--- config.mk ---
export PLATFORM = sky130hd
export DESIGN_NAME = mux_scan
export DESIGN_NICKNAME = d
export VERILOG_FILES = /design/src/rtl/mux_scan.sv
export SDC_FILE = /design/constraint.sdc
export NUM_CORES = 1
export LEC_CHECK = 0
export CORE_AREA = 2 2 39 41
export CTS_CLUSTER_DIAMETER = 60
export DETAILED_ROUTE_END_ITERATION = 6
export DIE_AREA = 0 0 41 43
export GPL_TIMING_DRIVEN = 1
export PLACE_DENSITY_LB_ADDON = 0.3
export SLEW_MARGIN = 20
export SYNTH_ARGS = -nofsm -noshare
export SYNTH_HDL_FRONTEND = slang
export SYNTH_SLANG_ARGS = --single-unit
--- constraint.sdc ---
create_clock -name clk -period 1.79 [get_ports clk]
set_input_delay 0.358 -clock clk [delete_from_list [all_inputs] [get_ports clk]]
set_output_delay 0.358 -clock clk [all_outputs]
set_load 0.1 [all_outputs]
--- src/rtl/mux_scan.sv ---
// Registered N-channel, W-bit mux with direct select and auto-scan modes; tags output with channel, valid, wrap.
// Latency: 1 cycle from sampling edge to dout/ch/valid/wrap.
// No backpressure: en=0 freezes data, pointer and dwell count and drops valid/wrap.
module mux_scan #(
    parameter int N     = 3,
    parameter int W     = 1,
    parameter int SELW  = 2,
    parameter int DWELL = 4
) (
    input  logic              clk,
    input  logic              rst,
    input  logic              en,
    input  logic              mode,
    input  logic [SELW-1:0]   sel,
    input  logic [N*W-1:0]    din,
    output logic [W-1:0]      dout,
    output logic [SELW-1:0]   ch,
    output logic              valid,
    output logic              wrap
);

    localparam int               CW     = (DWELL > 1) ? $clog2(DWELL) : 1;
    localparam logic [SELW:0]    N_EXT  = (SELW+1)'(N);
    localparam logic [SELW-1:0]  P_LAST = SELW'(N - 1);
    localparam logic [CW-1:0]    C_LAST = CW'(DWELL - 1);

    // Channels unpacked into an array padded to the full select range,
    // so any select value indexes a defined entry (unused ones read zero).
    logic [W-1:0] chan [2**SELW];

    for (genvar k = 0; k < 2**SELW; k++) begin : g_chan
        if (k < N) begin : g_used
            assign chan[k] = din[k*W +: W];
        end else begin : g_pad
            assign chan[k] = '0;
        end
    end

    logic [SELW-1:0] p;
    logic [CW-1:0]   c;
    logic            mode_q;
    logic [SELW-1:0] p_eff;
    logic [CW-1:0]   c_eff;

    // Entering scan from direct mode restarts the sweep at channel 0 with a fresh dwell.
    always_comb begin
        p_eff = mode_q ? p : '0;
        c_eff = mode_q ? c : '0;
    end

    // Output registers plus scan pointer/dwell counter; reset wins over everything.
    always_ff @(posedge clk) begin
        if (rst) begin
            dout   <= '0;
            ch     <= '0;
            valid  <= 1'b0;
            wrap   <= 1'b0;
            p      <= '0;
            c      <= '0;
            mode_q <= 1'b0;
        end else begin
            mode_q <= mode;
            if (!en) begin
                valid <= 1'b0;
                wrap  <= 1'b0;
            end else if (!mode) begin
                wrap <= 1'b0;
                p    <= '0;
                c    <= '0;
                if ({1'b0, sel} < N_EXT) begin
                    dout  <= chan[sel];
                    ch    <= sel;
                    valid <= 1'b1;
                end else begin
                    dout  <= '0;
                    valid <= 1'b0;
                end
            end else begin
                dout  <= chan[p_eff];
                ch    <= p_eff;
                valid <= 1'b1;
                if (c_eff == C_LAST) begin
                    c    <= '0;
                    wrap <= (p_eff == P_LAST);
                    p    <= (p_eff == P_LAST) ? '0 : p_eff + SELW'(1);
                end else begin
                    c    <= c_eff + CW'(1);
                    wrap <= 1'b0;
                    p    <= p_eff;
                end
            end
        end
    end

endmodule

# Word level (Yosys, flattened, before mapping)
# Index checks and enable logic that the tools add are counted.
# W data, S select, Z words.
word_totals:
  ff_bits: 10
  latchBits: 0
  mem_bits_rw: 0
  romBits: 0
  inputBits: 9
  elab_cells: 42
  mem_count: 0
op_classes:
  add_sub_neg: 2
  n_mul: 0
  div_mod_pow: 0
  n_lt_le_gt_ge: 3
  eq_ne: 2
  shift: 0
  n_mux: 19
  bitwise: 5
  reduce_logical: 4
op_table:
  columns: ["cell", "n"]
  rows:
  - ["$mux W2", 9]
  - ["$mux W1", 8]
  - ["$ge A3 B3 Y1 const B", 2]
  - ["$not A2 Y3", 2]
  - ["$add A2 B1 Y2 const B", 2]
  - ["$bmux W1 S2", 2]
  - ["$eq A2 B2 Y1 const B", 2]
  - ["$reduce_or A4 Y1", 1]
  - ["$not A1 Y1", 3]
  - ["$lt A2 B2 Y1 const B", 1]
  - ["$reduce_and A2 Y1", 1]
  - ["$reduce_bool A2 Y1", 1]
  - ["$reduce_or A2 Y1", 1]

# Depth between registers and ports, before layout
# Gate-level depths: netlist of the first run.
logic_depth:
  depth_word: 6
  ltp_mapped: 7
  depth_no_buf: 6

# Least setup slack after synthesis of the first run
# Ideal clock, no wire load.
synth_timing:
  kind: "flip-flop to flip-flop"
  startpoint: "reg, netlist name ch[1]"
  endpoint: "reg ch[1]"
  setup_ns: 0.091
  t_arrival_ns: 1.241
  required_time_ns: 1.699
  setup_slack_ns: 0.458
  path_stages_with_launch: 3
  synth_period_minus_slack_ns: 1.332
  path_cell_list: "dfxtp_1 > a21oi_1 > a311oi_1"
synth_lines:
  columns: ["element", "line", "rtl"]
  rows:
  - ["to (signal assigned)", "72", "ch <= sel;"]
  - ["to (signal assigned)", "80", "ch <= p_eff;"]
  - ["to (decl)", "17", "output logic [SELW-1:0] ch,"]

# Final worst setup path of the first run
layout_timing:
  startpoint: "in sel[1]"
  endpoint: "reg dout"
layout_between:
  elab_chain_len: 6
layout_rtl:
  columns: ["element", "line", "rtl"]
  rows:
  - ["from (decl)", "14", "input logic [SELW-1:0] sel,"]
  - ["$not A2 Y3 (not written as such)", "71", "dout <= chan[sel];"]
  - ["$bmux W1 S2", "71", null]
  - ["$mux W1 (not written as such) (2 in series)", "71", null]
  - ["$mux W1 *", "70", "if ({1'b0, sel} < N_EXT) begin"]
  - ["$mux W1 *", "66", "end else if (!mode) begin"]
  - ["to (signal assigned)", "71", null]
  - ["to (signal assigned)", "79", "dout <= chan[p_eff];"]
  - ["to (decl)", "16", "output logic [W-1:0] dout,"]
# Mark *: on every way between the ends. The rest lies on a longest branch, timed or not. The select of a mux whose other input is x is not followed.
# A chain may end at the register's enable or synchronous reset.

==> impl_metrics.json, run 1 <==
{
  "status": "complete, no violations",
  "initial_utilization_pct": 37.3,
  "cts.sinks": 10,
  "h-tree-depth": 1,
  "synthCells": 62,
  "antenna_found_initial": 0,
  "drive_gt1_share_pct": 17.9,
  "synth_edf_count": 0,
  "synth_area_leaders": "dfxtp_1 39%, a21oi_1 6.8%, nand2b_1 6.1%",
  "clock_latency_ns": 0.26,
  "core_area_sq_um": 1380,
  "synth_top_cell_by_area": "dfxtp_1",
  "ys_seq_elements": 10,
  "synth_warnings": 0,
  "worst_pin_slew_ns": 0.373,
  "ir_worst_vdd_uv": 345,
  "async_reset_ff_share_pct": 0,
  "synth_seq_area_share_pct": 38.7,
  "fin_util_pct": 54.3,
  "maxSlewViolCount": 0,
  "io_buffers": 13,
  "required_ns": 1.93,
  "yosysUniqueCellTypes": 26,
  "synth_top_cell_area_share_pct": 38.7,
  "cts-hold-fix-buffers": 0,
  "vias_per_cell": 5.21,
  "std_cell_rows": 14,
  "cts_resized": 0,
  "path_delay_family": "compound AO/OA/AOI/OAI gates",
  "hpwl_um": 782,
  "yosysMostFrequentCell": "dfxtp_1",
  "end_kind": "flip-flop",
  "cts-buffers-inserted": 3,
  "worst-path-buf-inv": 1,
  "power.static_leakage_nw": 0.300,
  "post-route-drc-count": 0,
  "clkTransAtPathRegs_ns": 0.06,
  "max_stage_delay_ns": 0.51,
  "post-cts-setup-buffer-count": 0,
  "cp_max_fo": 2,
  "die_w_um": 41,
  "max_clock_freq_ghz": 0.632,
  "cpMaxStageDelayCell": "clkdlybuf4s50_1",
  "synth.top_cells.by_count": "10 x dfxtp_1, 7 x a21oi_1, 5 x nand2b_1, 5 x o21ai_0",
  "drtIter0Drc": 5,
  "setup_viol": 0,
  "wl_um": 1060,
  "cap_violations": 0,
  "avgSynthCellArea_sq_um": 8.33,
  "synth_flop_cell": "dfxtp_1",
  "relSlewSlack_pct": 75.0,
  "detail-route-antenna-nets": 0,
  "fin_crit_sh_pct": 88.4,
  "num_io_pins": 14,
  "gp_congestion": 0.723,
  "grt_pass1_wl_um": 1730,
  "syn_to_final_growth_pct": 45.5,
  "reg2reg_setup_slack_ns": 0.38,
  "dp_slack_ns": -0.0534,
  "hold_viol": 0,
  "fin_skew_ns": 0.00507,
  "cp_data_arrival_time_ns": 1.72,
  "critical_path_class": "input pin to flip-flop",
  "grt_pass1_vias": 409,
  "die_y_um": 43,
  "cellPowerDensity_nw_per_um2": 681,
  "worstPathCellList": "clkdlybuf4s50_1 -> mux2_4 -> a221o_1 -> o311ai_1 -> a21oi_1",
  "start_kind": "input pin",
  "cts.path.max_buffers": 2,
  "min_period_ns": 1.58,
  "nets": 90,
  "die_area_sq_um": 1760,
  "p_total_uw": 512,
  "wl_per_cell_um": 11.3,
  "rsz0062_at_grt": "false",
  "root_buffer": "clkbuf_4",
  "cts_tree": "done",
  "synth_nets": 72,
  "synth_area_sq_um": 517,
  "hold_class": "flip-flop to flip-flop",
  "grt_use_total_pct": 15.0,
  "overflow": 0,
  "timing.final.ws_setup_ns": 0.208,
  "diodes": 0,
  "drtPass1Iterations": 3,
  "vias": 490,
  "grt_max_degree": 12
}
==> path summary, 6_finish.rpt <==
check | start | to | cells after the start
max | sel[1] | dout | 5
min | c[1] | c[1] | 2
max reg2reg | mode_q | p[1] | 6
min reg2reg | c[1] | c[1] | 2
==> tightest hold or removal path, stage by stage (launching register included) <==
cell      delay (ns)
dfxtp_1         0.31
nand2b_1        0.06
a21oi_1         0.05
==> registers in the layout, indices dropped and copies added (netlist names) <==
signal / cells
p: 2
wrap: 1
dout: 1
valid: 1
ch: 2
mode_q: 1
c: 2
==> logic make-up after synthesis <==
kind of cell / share of synthesized area [%]
simple gates: 32.2
flops: 38.7
compound gates: 16.9
mux: 4.84
fa+ha+maj: 2.42
buf+inv: 4.84
==> through the flow <==
step / instances / TNS, ns / hold WS, ns / instance area (sq um)
6_report: 94 / 0 / 0.468 / 752
4_1_cts: 94 / 0 / 0.471 / 752
3_5_place_dp: 91 / -0.0534 / 0.462 / 729
2_1_floorplan: 62 / 0 / 0.442 / 517
3_3_place_gp: 91 / -0.00569 / 0.449 / 729
5_1_grt: 94 / 0 / 0.481 / 752
==> layer usage <==
| metal | global-route usage (%) | wire [um] |
|---|---|---|
| met4 | 6.00 | 25 |
| met5 | 0 | 0 |
| met2 | 23.1 | 496 |
| met1 | 16.5 | 470 |
| met3 | 7.85 | 68 |
==> layout by cell type (no fill, tap or decap), types with 3 or more instances in the layout <==
master           instances
buf_12                   5
clkdlybuf4s50_1          8
nand2b_1                 5
buf_4                    4
nand3_1                  4
nor2_1                   4
dfxtp_1                 10
clkbuf_4                 3
nand2_1                  3
a21oi_1                  7
o21ai_0                  5
==> power breakdown <==
group	leakage (nW)	total (mW)	internal [mW]	switching, mW
clock	0.0138	0.151	0.0775	0.0739
combinational	0.205	0.122	0.0562	0.0655
sequential	0.0818	0.239	0.230	0.00825
==> area by class of cell <==
| class | instances | area [sq um] |
|---|---|---|
| Tap cell | 16 | 20.0 |
| Fill cell | 143 | 632 |
| Multi-Input combinational cell | 46 | 292 |
| Sequential cell | 10 | 200 |
| Timing Repair Buffer | 17 | 210 |
| Clock buffer | 3 | 22.5 |
| Inverter | 2 | 7.51 |
No activity file was read; power rests on OpenSTA's default activity.
==> inputs of run 2 (changes only) <==
--- a/config.mk
+++ b/config.mk
@@ -5,6 +5,7 @@
 export SDC_FILE = /design/constraint.sdc
 export NUM_CORES = 1
 export LEC_CHECK = 0
+export CAP_MARGIN = 25
 export CORE_AREA = 2 2 39 41
 export CTS_CLUSTER_DIAMETER = 60
 export DETAILED_ROUTE_END_ITERATION = 6
==> results of run 2 <==
Same layout as run 1: the final DEF is identical, and so are final timing and power.
==> inputs of run 3 (changes only) <==
--- a/config.mk
+++ b/config.mk
@@ -11,7 +11,8 @@
 export DETAILED_ROUTE_END_ITERATION = 6
 export DIE_AREA = 0 0 41 43
 export GPL_TIMING_DRIVEN = 1
-export PLACE_DENSITY_LB_ADDON = 0.3
+export PLACE_DENSITY = 0.78
+export RECOVER_POWER = 100
 export SLEW_MARGIN = 20
 export SYNTH_ARGS = -nofsm -noshare
 export SYNTH_HDL_FRONTEND = slang
==> constraint.sdc (replaced) <==
create_clock -name clk -period 1.4 [get_ports clk]
set_input_delay 0.28 -clock clk [delete_from_list [all_inputs] [get_ports clk]]
set_output_delay 0.28 -clock clk [all_outputs]
set_load 0.1 [all_outputs]
==> run 3 against run 2 <==
Effect of this change: power increased by 25%; count of clock-buffer cells in the layout stayed put; clock power up 25%; register-to-register slack worse by 0.20 ns; core utilization down 1.2 points; design area down 2.2%; die area unchanged; critical path depth did not move; global-route usage is 1.6 points higher; combinational power rose by 26%; worst setup slack worse by 0.18 ns; first-iteration DRC count increased to 3.2 times the previous value; critical path type unchanged; largest cell class unchanged.
==> impl_metrics.json, run 3 (synthesis gave the netlist of run 1 again) <==
{
  "status": "complete, no violations",
  "hp-start": "mode",
  "diodes": 0,
  "fin_crit_sh_pct": 98.0,
  "die_y_um": 43,
  "max_stage_delay_ns": 0.42,
  "cpMaxStageDelayCell": "clkdlybuf4s50_1",
  "cts-hold-fix-buffers": 0,
  "grt_max_degree": 10,
  "clock_latency_ns": 0.25,
  "post-cts-setup-buffer-count": 0,
  "post-route-drc-count": 0,
  "whs_path_depth": 3,
  "r2r_end": "p[1]",
  "root_buffer": "clkbuf_4",
  "path_delay_family": "compound AO/OA/AOI/OAI gates",
  "maxSlewViolCount": 0,
  "num_io_pins": 14,
  "num-fill-cells": 140,
  "drtIter0Drc": 16,
  "timing.hold.ws_ns": 0.462,
  "h-tree-depth": 1,
  "hpwl_um": 978,
  "antenna_found_initial": 0,
  "fin_skew_ns": 0.00302,
  "cellPowerDensity_nw_per_um2": 872,
  "max_clock_freq_ghz": 0.729,
  "hold_class": "input pin to flip-flop",
  "critical_path_class": "input pin to flip-flop",
  "drtPass1Iterations": 4,
  "power.static_leakage_nw": 0.329,
  "detail-route-antenna-nets": 0,
  "rr_startpoint": "mode_q",
  "die_w_um": 41,
  "grt_pass1_vias": 514,
  "cts.path.max_buffers": 2,
  "io_buffers": 13,
  "syn_to_final_growth_pct": 42.4,
  "whs_endpoint": "p[0]",
  "die_area_sq_um": 1760,
  "cp_data_arrival_time_ns": 1.50,
  "relSlewSlack_pct": 67.9,
  "wl_per_cell_um": 12.6,
  "required_ns": 1.53,
  "cts-buffers-inserted": 3,
  "nets": 97,
  "r2r_cells": 6,
  "initial_utilization_pct": 37.3,
  "ir_worst_vdd_uv": 578,
  "std_cell_rows": 14,
  "grt_pass1_wl_um": 1950,
  "layout_commonest_cell": "dfxtp_1",
  "cp_max_fo": 2,
  "clkTransAtPathRegs_ns": 0.06,
  "hold_viol": 0,
  "final_cell_mix": "10 x dfxtp_1, 8 x clkbuf_4, 8 x buf_4",
  "rsz0062_at_grt": "false",
  "worstPathCellList": "clkdlybuf4s50_1 -> mux2_4 -> a221o_1 -> o311ai_1 -> a21oi_1",
  "reg2reg_setup_slack_ns": 0.18,
  "gp_congestion": 0.800,
  "dp_slack_ns": -0.375,
  "worst_pin_slew_ns": 0.484,
  "drive_gt1_share_pct": 22.4,
  "reg.largest.list": "c x2, ch x2, p x2",
  "core_area_sq_um": 1380,
  "cts_tree": "done",
  "vias_per_cell": 5.25,
  "start_kind": "input pin",
  "grt_use_total_pct": 16.6,
  "setup_viol": 0,
  "cts.sinks": 10,
  "vias": 530,
  "min_period_ns": 1.37,
  "overflow": 0,
  "end_kind": "flip-flop",
  "worst-path-buf-inv": 1,
  "wl_um": 1270,
  "cap_violations": 0,
  "timing.final.ws_setup_ns": 0.0275
}
-- run 3: how the worst max path moves through the flow --
stage                       from    end  slack, ns  cells after the start
after floorplan            ch[1]  ch[1]       0.07                      2
after global placement    sel[1]   dout      -0.32                      5
after detailed placement  sel[1]   dout      -0.38                      5
after CTS                 din[0]   dout      0.009                      5
after global routing      mode_q   p[1]     0.0003                      6
final                     din[0]   dout       0.03                      5
-- run 3: repair_timing --
item,4_1_cts,5_1_grt
endpoints found under the setup margin,1,1
pin swaps,0,2
gates resized for setup,1,2
-- run 3: per-stage QoR --
stage / std cells / utilization, % / total power [mW] / setup TNS, ns / area [sq um]
global route: 101 / 53.2 / 0.681 / 0 / 736
global placement: 98 / 56.5 / 0.481 / -0.762 / 782
floorplan: 62 / - / 0.396 / 0 / 517
finish: 101 / 53.2 / 0.641 / 0 / 736
detailed placement: 98 / 56.5 / 0.485 / -0.861 / 782
CTS: 101 / 58.0 / 0.678 / 0 / 803
-- run 3: worst reg2reg max path, stage by stage (launching register included) --
cell and delay (ns):
dfxtp_1 0.33, and2_1 0.15, ha_1 0.20, nand4_1 0.14, nor3b_1 0.21, a21oi_1 0.06, nor2_1 0.09
-- run 3: cell type report --
cell class | instances | area, sq um | area share, %
Inverter | 2 | 7.51 | 1.02
Clock buffer | 3 | 22.5 | 3.06
Tap cell | 16 | 20.0 | 2.72
Multi-Input combinational cell | 46 | 292 | 39.6
Timing Repair Buffer | 24 | 194 | 26.4
Sequential cell | 10 | 200 | 27.2
-- run 3: report_power, final --
group	switching, mW	internal (mW)
registers	0.00447	0.295
logic	0.0919	0.0623
clock network	0.0894	0.0989
-- run 3: routing by layer --
metal / wire, um / track usage, %
met5: 0 / 0
met1: 550 / 18.7
met2: 656 / 25.9
met3: 53 / 4.71
met4: 14 / 10.0
